### config.mk
export PLATFORM = sky130hd
export DESIGN_NAME = clk_div_multi
export DESIGN_NICKNAME = d
export VERILOG_FILES = /design/src/rtl/clk_div_multi.sv
export SDC_FILE = /design/constraint.sdc
export NUM_CORES = 1
export LEC_CHECK = 0
export CORE_MARGIN = 2
export CORE_UTILIZATION = 50
export DETAILED_ROUTE_END_ITERATION = 10
export GPL_ROUTABILITY_DRIVEN = 0
export PLACE_DENSITY = 0.77
export SLEW_MARGIN = 20
export SYNTH_ARGS = -nofsm -noshare
export SYNTH_HDL_FRONTEND = slang
export SYNTH_SLANG_ARGS = --single-unit
### constraint.sdc
create_clock -name clk -period 4 [get_ports clk]
set_input_delay 0.4 -clock clk [delete_from_list [all_inputs] [get_ports clk]]
set_output_delay 0.4 -clock clk [all_outputs]
set_load 0.03 [all_outputs]
### src/rtl/clk_div_multi.sv
// Multi-channel programmable clock divider / tick generator.
// Ports: clk, rst_n, [sync], en, clr, div_ld, div_in -> tick, sq.
//
// Each channel counts enabled cycles up to its active divisor. At the
// terminal count it emits a one-cycle tick and toggles its square
// output. A divisor of 0 behaves like 1.
//
// New divisors are staged in a pending register. While running, a staged
// value takes effect only at the wrap, so the current period always
// finishes with the old divisor. While paused, it takes effect on the
// next edge.
//
// Optional feature, guarded by the macro CLK_DIV_SYNC_EN: adds a `sync`
// input that clears every channel at once. It also applies any staged
// divisor, so channels with equal divisors tick in phase afterwards.
module clk_div_multi #(
  parameter int NUM_CH  = 2,
  parameter int CNT_W   = 20,
  parameter int DEF_DIV = 500000
) (
  input  logic                    clk,
  input  logic                    rst_n,
`ifdef CLK_DIV_SYNC_EN
  input  logic                    sync,
`endif
  input  logic [NUM_CH-1:0]       en,
  input  logic [NUM_CH-1:0]       clr,
  input  logic [NUM_CH-1:0]       div_ld,
  input  logic [NUM_CH*CNT_W-1:0] div_in,
  output logic [NUM_CH-1:0]       tick,
  output logic [NUM_CH-1:0]       sq
);

  localparam logic [CNT_W-1:0] DEF = CNT_W'(DEF_DIV);
  localparam logic [CNT_W-1:0] ONE = CNT_W'(1);

  logic [NUM_CH-1:0][CNT_W-1:0] cnt_q, cnt_d;
  logic [NUM_CH-1:0][CNT_W-1:0] div_q, div_d;
  logic [NUM_CH-1:0][CNT_W-1:0] pend_q, pend_d;
  logic [NUM_CH-1:0][CNT_W-1:0] lim;
  logic [NUM_CH-1:0]            pv_q, pv_d;
  logic [NUM_CH-1:0]            tick_q, tick_d;
  logic [NUM_CH-1:0]            sq_q, sq_d;
  logic [NUM_CH-1:0]            term;
  logic [NUM_CH-1:0]            apply;
  logic                         sync_all;

`ifdef CLK_DIV_SYNC_EN
  assign sync_all = sync;
`else
  assign sync_all = 1'b0;
`endif

  // Terminal count is eff_div-1. The >= compare matters only if a smaller
  // divisor is applied while paused with cnt already past the new end.
  // In that case the period ends at once instead of counting through the
  // whole counter range.
  always_comb begin
    lim  = '0;
    term = '0;
    for (int k = 0; k < NUM_CH; k++) begin
      lim[k]  = (div_q[k] == '0) ? '0 : div_q[k] - ONE;
      term[k] = (cnt_q[k] >= lim[k]);
    end
  end

  // A staged divisor is applied on sync, when paused, or at the wrap.
  // A load in the same cycle is staged after the apply, so it waits for
  // the next opportunity.
  always_comb begin
    cnt_d  = cnt_q;
    div_d  = div_q;
    pend_d = pend_q;
    pv_d   = pv_q;
    sq_d   = sq_q;
    tick_d = '0;
    apply  = '0;
    for (int k = 0; k < NUM_CH; k++) begin
      apply[k] = pv_q[k] &
                 (sync_all | (~clr[k] & (~en[k] | term[k])));

      if (sync_all | clr[k]) begin
        cnt_d[k] = '0;
        sq_d[k]  = 1'b0;
      end else if (en[k]) begin
        if (term[k]) begin
          cnt_d[k]  = '0;
          tick_d[k] = 1'b1;
          sq_d[k]   = ~sq_q[k];
        end else begin
          cnt_d[k] = cnt_q[k] + ONE;
        end
      end

      if (apply[k]) begin
        div_d[k] = pend_q[k];
        pv_d[k]  = 1'b0;
      end

      if (div_ld[k]) begin
        pend_d[k] = div_in[k*CNT_W +: CNT_W];
        pv_d[k]   = 1'b1;
      end
    end
  end

  always_ff @(posedge clk or negedge rst_n) begin
    if (!rst_n) begin
      cnt_q  <= '0;
      div_q  <= {NUM_CH{DEF}};
      pend_q <= '0;
      pv_q   <= '0;
      tick_q <= '0;
      sq_q   <= '0;
    end else begin
      cnt_q  <= cnt_d;
      div_q  <= div_d;
      pend_q <= pend_d;
      pv_q   <= pv_d;
      tick_q <= tick_d;
      sq_q   <= sq_d;
    end
  end

  assign tick = tick_q;
  assign sq   = sq_q;

endmodule
==> flow_metrics.env, run 1 <==
export IMPL_status="complete, no violations"
export IMPL_worst_path_max_delay_cell="or4_4"
export IMPL_p_per_area_nw_per_um2=416
export IMPL_antenna_found_initial=0
export IMPL_top_layer="met4"
export IMPL_peakVddDrop_v=0.000335
export IMPL_grt_pass1_vias=6390
export IMPL_clockBufferDepth=2
export IMPL_syn_mean_instance_area_um2=9.52
export IMPL_cts_buffers_inserted=17
export IMPL_required_ns=4.29
export IMPL_syn2layout_area_growth_pct=17.0
export IMPL_seq_area_um2=3170
export IMPL_async_reset_ff_share_pct=100
export IMPL_grt_overflow=0
export IMPL_grt_pass1_wl_um=32400
export IMPL_fp_coreArea_um2=15800
export IMPL_p_int_mw=2.80
export IMPL_final_cell_mix="112 x dfrtp_1, 106 x nand2_1, 50 x clkdlybuf4s50_1"
export IMPL_rsz0062_at_grt="false"
export IMPL_end_kind="register"
export IMPL_cts_tree="built"
export IMPL_fin_util_pct=59.8
export IMPL_drt_wl_total_um=18600
export IMPL_synth_edff_count=0
export IMPL_pwr_share_clk_pct=41.0
export IMPL_clock_skew_ns=0.0119
export IMPL_worstPathArrival_ns=3.96
export IMPL_ys_flop_type="dfrtp_1"
export IMPL_setup_violations=0
export IMPL_dpl_hpwl_um=12600
export IMPL_p_comb_share_pct=18.2
export IMPL_maxCapViolations=0
export IMPL_wl_met2_um=8580
export IMPL_io_buffers=51
export IMPL_seqPwrFrac_pct=40.9
export IMPL_cp_top_family="simple AND/OR/NAND/NOR gates"
export IMPL_vias=6642
export IMPL_finalMaxSlewViolations=0
export IMPL_rows=46
export IMPL_max_stage_delay_ns=0.56
export IMPL_start_util_pct=51.1
export IMPL_hold_path_class="in2async"
export IMPL_design_portCount=52
export IMPL_finalCritPeriodShare_pct=91.7
export IMPL_cts_sinks=126
export IMPL_final_fill_count=1318
export IMPL_leakage_nw=3.84
export IMPL_synth_nets=942
export IMPL_post_cts_resized=0
export IMPL_postRouteAntennaNets=0
export IMPL_die_x_um=131
export IMPL_path_clk_slew_ns=0.06
export IMPL_max_slew_worst_pin_slew_ns=0.957
export IMPL_fmax_mhz=273
export IMPL_start_kind="register"
export IMPL_drc=0
export IMPL_p_sw_mw=1.14
export IMPL_route_detailed_wl_per_inst_um=16.6
export IMPL_cp_max_fo=22
export IMPL_syn_cell_area_um2=8090
export IMPL_crit_chain="or4_4, nor4_4, buf_4, buf_4, nand3_1, nor2_1, mux2i_1, ha_1, nand2_1, nor2_1, a22oi_1, o2111a_1, buf_4, o211ai_1"
export IMPL_layout_commonest_cell="dfrtp_1"
export IMPL_crit_top_cell="buf_4"
export IMPL_setup_tns_ns=0
export IMPL_met1_length_um=8910
export IMPL_clock_latency_ns=0.42
export IMPL_cts_hold_fix_buffers=0
export IMPL_drtPass1Iterations=5
export IMPL_hold_violations=0
export IMPL_drive_gt1_share_pct=15.6
export IMPL_syn_inst=850
export IMPL_crit_type="reg2reg"
export IMPL_yosysSeqAreaShare_pct=39.2
export IMPL_total_power_mw=3.94
export IMPL_multiInputGateArea_um2=4670
export IMPL_grt_start_max_net_pins=68
export IMPL_p_sw_share_pct=28.9
export IMPL_synth_warnings=0
export IMPL_track_usage_pct=22.5
export IMPL_htree_levels=4
export IMPL_yosys_register_bits=126
export IMPL_viasPerCell=5.93
export IMPL_worst_path_buf_inv=3
export IMPL_dr_first_iter_drc_count=455
export IMPL_cts_root_buf="clkbuf_16"
export IMPL_layout_nets=984
export IMPL_fp_dieH_um=131
export IMPL_antennaDiodeCount=0
export IMPL_die_area_um2=17200
export IMPL_synth_cell_types=59
export IMPL_period_needed_ns=3.67
export IMPL_wl_met3_um=835
export IMPL_max_slew_margin_pct=36.0
==> metrics by stage <==
stage	setup WS (ns)	hold WS (ns)	cells	area [um2]
after global routing	0.0245	0.136	1121	9470
after CTS	0.313	0.0954	1118	9450
final	0.331	0.0692	1121	9470
after global placement	0.393	0.490	1086	8830
after floorplan	0.610	0.104	850	8090
after detailed placement	0.347	0.496	1086	8830
==> layer usage <==
metal,GRT usage [%],vias up
met3,4.01,26
met1,32.9,3222
met4,6.82,0
li1,-,3206
met2,34.2,188
met5,0,-
==> cells in the mapped netlist (8+ instances only) <==
master / instances / area share [%]
a21oi_1: 22 / 1.4
mux2_2: 42 / 5.8
nor3_1: 44 / 2.7
dfstp_2: 14 / 4.5
nand2b_1: 11 / 0.85
o21ai_0: 47 / 2.9
xor2_1: 36 / 3.9
dfrtp_1: 112 / 35
buf_2: 8 / 0.49
clkbuf_1: 39 / 1.8
inv_1: 12 / 0.56
and2_1: 38 / 2.9
nor2_1: 42 / 1.9
ha_1: 44 / 6.8
nand3_1: 18 / 1.1
nand2_1: 106 / 4.9
o2111ai_1: 47 / 5.1
nand4_1: 11 / 0.85
xnor2_1: 23 / 2.5
o211ai_1: 43 / 4.0
nor2b_1: 9 / 0.70
==> final cells by class <==
cell class | count | area share (%)
multi-input cells | 660 | 49.3
flip-flops and latches | 126 | 33.5
repair buffers | 75 | 7.40
clock buffers | 19 | 4.78
well taps | 216 | 2.85
clock inverters | 13 | 1.72
inverters | 12 | 0.476
==> logic make-up (layout without fill, tap and decap cells) <==
group	Yosys count	in the layout	share of synthesized area, %
simple gates	323	323	21.3
compound gates	186	186	16.5
flops	126	126	39.2
buf+inv	64	119	3.19
xor+xnor	59	59	6.39
mux	48	48	6.62
fa+ha+maj	44	44	6.80
==> worst reg2reg max path, stage by stage, from the launching register on <==
cell and delay (ns):
dfrtp_1 0.46, or4_4 0.56, nor4_4 0.26, buf_4 0.19, buf_4 0.12, nand3_1 0.06
nor2_1 0.13, mux2i_1 0.23, ha_1 0.25, nand2_1 0.11, nor2_1 0.08, a22oi_1 0.40
o2111a_1 0.26, buf_4 0.26, o211ai_1 0.16
==> timing repair <==
item,4_1_cts,5_1_grt
hold endpoints to repair,0,0
endpoints found under the setup margin,0,21
buffers inserted,0,3
==> power by group through the flow <==
| stage | sequential, mW | clock [mW] | combinational (mW) |
|---|---|---|---|
| after floorplan | 1.57 | 0 | 0.526 |
| after global routing | 1.63 | 1.69 | 0.814 |
| after CTS | 1.61 | 1.63 | 0.721 |
| after detailed placement | 1.63 | 0 | 0.708 |
| after global placement | 1.62 | 0 | 0.686 |
| final | 1.61 | 1.61 | 0.715 |
==> worst paths after layout <==
kind                                start   endpoint  slack [ns]  cells past startpoint
worst max register to register  div_q[23]  div_q[32]        0.33                     14
worst min register to register    pv_q[0]    pv_q[0]        0.51                      1
worst max-delay path            div_q[23]  div_q[32]        0.33                     14
min in group clk                  pv_q[0]    pv_q[0]        0.51                      1
max in group asynchronous           rst_n  div_q[37]        3.05                      2
worst min-delay path                rst_n  cnt_q[16]        0.07                      1
==> registers in the layout, indices dropped and copies added (netlist names) <==
register  cells
cnt_q        40
div_q        40
pend_q       40
pv_q          2
sq            2
tick          2
Power figures use the tool's default switching activity.
==> inputs of run 2 (changes only) <==
CELL_PAD_IN_SITES_DETAIL_PLACEMENT = 0   (was not set)
CELL_PAD_IN_SITES_GLOBAL_PLACEMENT = 2   (was not set)
CORE_UTILIZATION = 39   (was 50)
PLACE_DENSITY = 0.9   (was 0.77)
SKIP_CTS_REPAIR_TIMING = 1   (was not set)
==> run 2 against run 1 <==
Net effect:
- maximum frequency increased by 0.35%
- global-route usage fell by 3.8 points
- critical path depth shrank 3
- clock-buffer cell count is the same
- combinational power about the same
- clock skew hardly changed
- first-iteration DRC count grew 1.3%
- die area up 27%
- hold slack better by 0.013 ns
- sequential power barely moved
- non-clock buffer count is 5 higher
- critical endpoint is now div_q[27]
- highest routed layer unchanged
==> flow_metrics.env, run 2 (synthesis gave the netlist of run 1 again) <==
export IMPL_rsz0062_at_grt="false"
export IMPL_clockBufferDepth=2
export IMPL_syn2layout_area_growth_pct=18.0
export IMPL_hold_path_class="in2async"
export IMPL_route_detailed_wl_per_inst_um=16.3
export IMPL_setup_slack_ns=0.344
export IMPL_peakVddDrop_v=0.000254
export IMPL_hold_violations=0
export IMPL_fmax_mhz=273
export IMPL_reg2reg_depth=11
export IMPL_fp_dieH_um=148
export IMPL_r2r_start="div_q[23]"
export IMPL_die_x_um=148
export IMPL_reg_largest_list="cnt_q x40, div_q x40, pend_q x40"
export IMPL_period_needed_ns=3.66
export IMPL_grt_pass1_wl_um=33300
export IMPL_status="complete, no violations"
export IMPL_dr_first_iter_drc_count=461
export IMPL_grt_start_max_net_pins=65
export IMPL_dp_slack_ns=0.353
export IMPL_die_area_um2=21900
export IMPL_r2r_slack_ns=0.34
export IMPL_finalCritPeriodShare_pct=91.4
export IMPL_htree_levels=4
export IMPL_drtPass1Iterations=4
export IMPL_cts_buffers_inserted=17
export IMPL_drc=0
export IMPL_io_buffers=51
export IMPL_drive_gt1_share_pct=15.8
export IMPL_layout_nets=989
export IMPL_antennaDiodeCount=0
export IMPL_required_ns=4.29
export IMPL_setup_tns_ns=0
export IMPL_track_usage_pct=18.7
export IMPL_final_cell_mix="112 x dfrtp_1, 106 x nand2_1, 50 x clkdlybuf4s50_1"
export IMPL_path_clk_slew_ns=0.06
export IMPL_cts_tree="built"
export IMPL_end_kind="register"
export IMPL_maxCapViolations=0
export IMPL_layout_commonest_cell="dfrtp_1"
export IMPL_drt_wl_total_um=19200
export IMPL_cp_max_fo=17
export IMPL_rr_endpoint="div_q[27]"
export IMPL_cts_root_buf="clkbuf_16"
export IMPL_leakage_nw=3.85
export IMPL_antenna_found_initial=0
export IMPL_fp_coreArea_um2=20300
export IMPL_postRouteAntennaNets=0
export IMPL_dpl_hpwl_um=13500
export IMPL_rows=52
export IMPL_worstPathArrival_ns=3.94
export IMPL_finalMaxSlewViolations=0
export IMPL_grt_pass1_vias=6256
export IMPL_viasPerCell=5.45
export IMPL_crit_type="reg2reg"
export IMPL_design_portCount=52
export IMPL_setup_violations=0
export IMPL_vias=6436
export IMPL_grt_overflow=0
export IMPL_max_slew_margin_pct=34.7
export IMPL_cts_sinks=126
export IMPL_clock_latency_ns=0.42
export IMPL_clock_skew_ns=0.0120
export IMPL_start_util_pct=39.9
export IMPL_start_kind="register"
export IMPL_p_per_area_nw_per_um2=407
export IMPL_max_slew_worst_pin_slew_ns=0.976
run 2: cell count changes in the layout (fill, tap and decap cells not counted), sizes merged:
cell | previous run | this run
buf | 25 | 30
clkinv | 5 | 3
bufinv | 3 | 2
inv | 14 | 17
run 2: layout make-up:
cell class,count,area (um2)
tap,270,338
fill,1968,10800
clock inverter,13,155
sequential,126,3170
clock buffer,19,433
multi-input combinational,660,4670
timing repair buffer,80,738
inverter,12,45.0
run 2: critical path, cell delays in order (launching register included):
cell	delay, ns
dfrtp_1	0.45
or4_4	0.56
nor4_4	0.42
nand4_4	0.35
nand2_1	0.17
ha_1	0.25
a21oi_1	0.13
o21ai_0	0.14
a22oi_1	0.42
o2111a_1	0.28
buf_4	0.22
o211ai_1	0.13
run 2: through the flow:
step	power (mW)	cell area (um2)	util (%)	instances	hold slack [ns]
floorplan	2.10	8090	-	850	0.104
finish	3.88	9550	47.0	1180	0.0820
CTS	3.93	9550	47.0	1180	0.113
global placement	2.33	8950	44.1	1148	0.490
global route	4.11	9550	47.0	1180	0.158
detailed placement	2.35	8960	44.1	1148	0.495
run 2: worst max path at each step:
stage                end  depth (start not counted)       from  slack [ns]
2_1_floorplan   div_q[0]                         12   div_q[6]        0.61
3_3_place_gp   div_q[34]                         11  div_q[23]        0.41
3_5_place_dp   div_q[31]                         11  div_q[23]        0.35
4_1_cts        div_q[31]                         11  div_q[23]        0.35
5_1_grt        div_q[31]                         11  div_q[23]      0.0007
6_report       div_q[27]                         11  div_q[23]        0.34
run 2: report_power, final:
| group | switching, mW | internal, mW | leakage (nW) |
|---|---|---|---|
| Sequential | 0.174 | 1.44 | 1.54 |
| Clock | 0.631 | 0.932 | 0.277 |
| Combinational | 0.362 | 0.350 | 2.03 |
| Total | 1.17 | 2.72 | 3.85 |
run 2: per-layer routing:
layer  wire [um]  global-route usage, %  share of wire (%)
met5           0                      0                  0
met2        8620                   27.4                 45
met4         206                   5.29                1.1
met1        9860                   28.6                 51
met3         519                   2.87                2.7
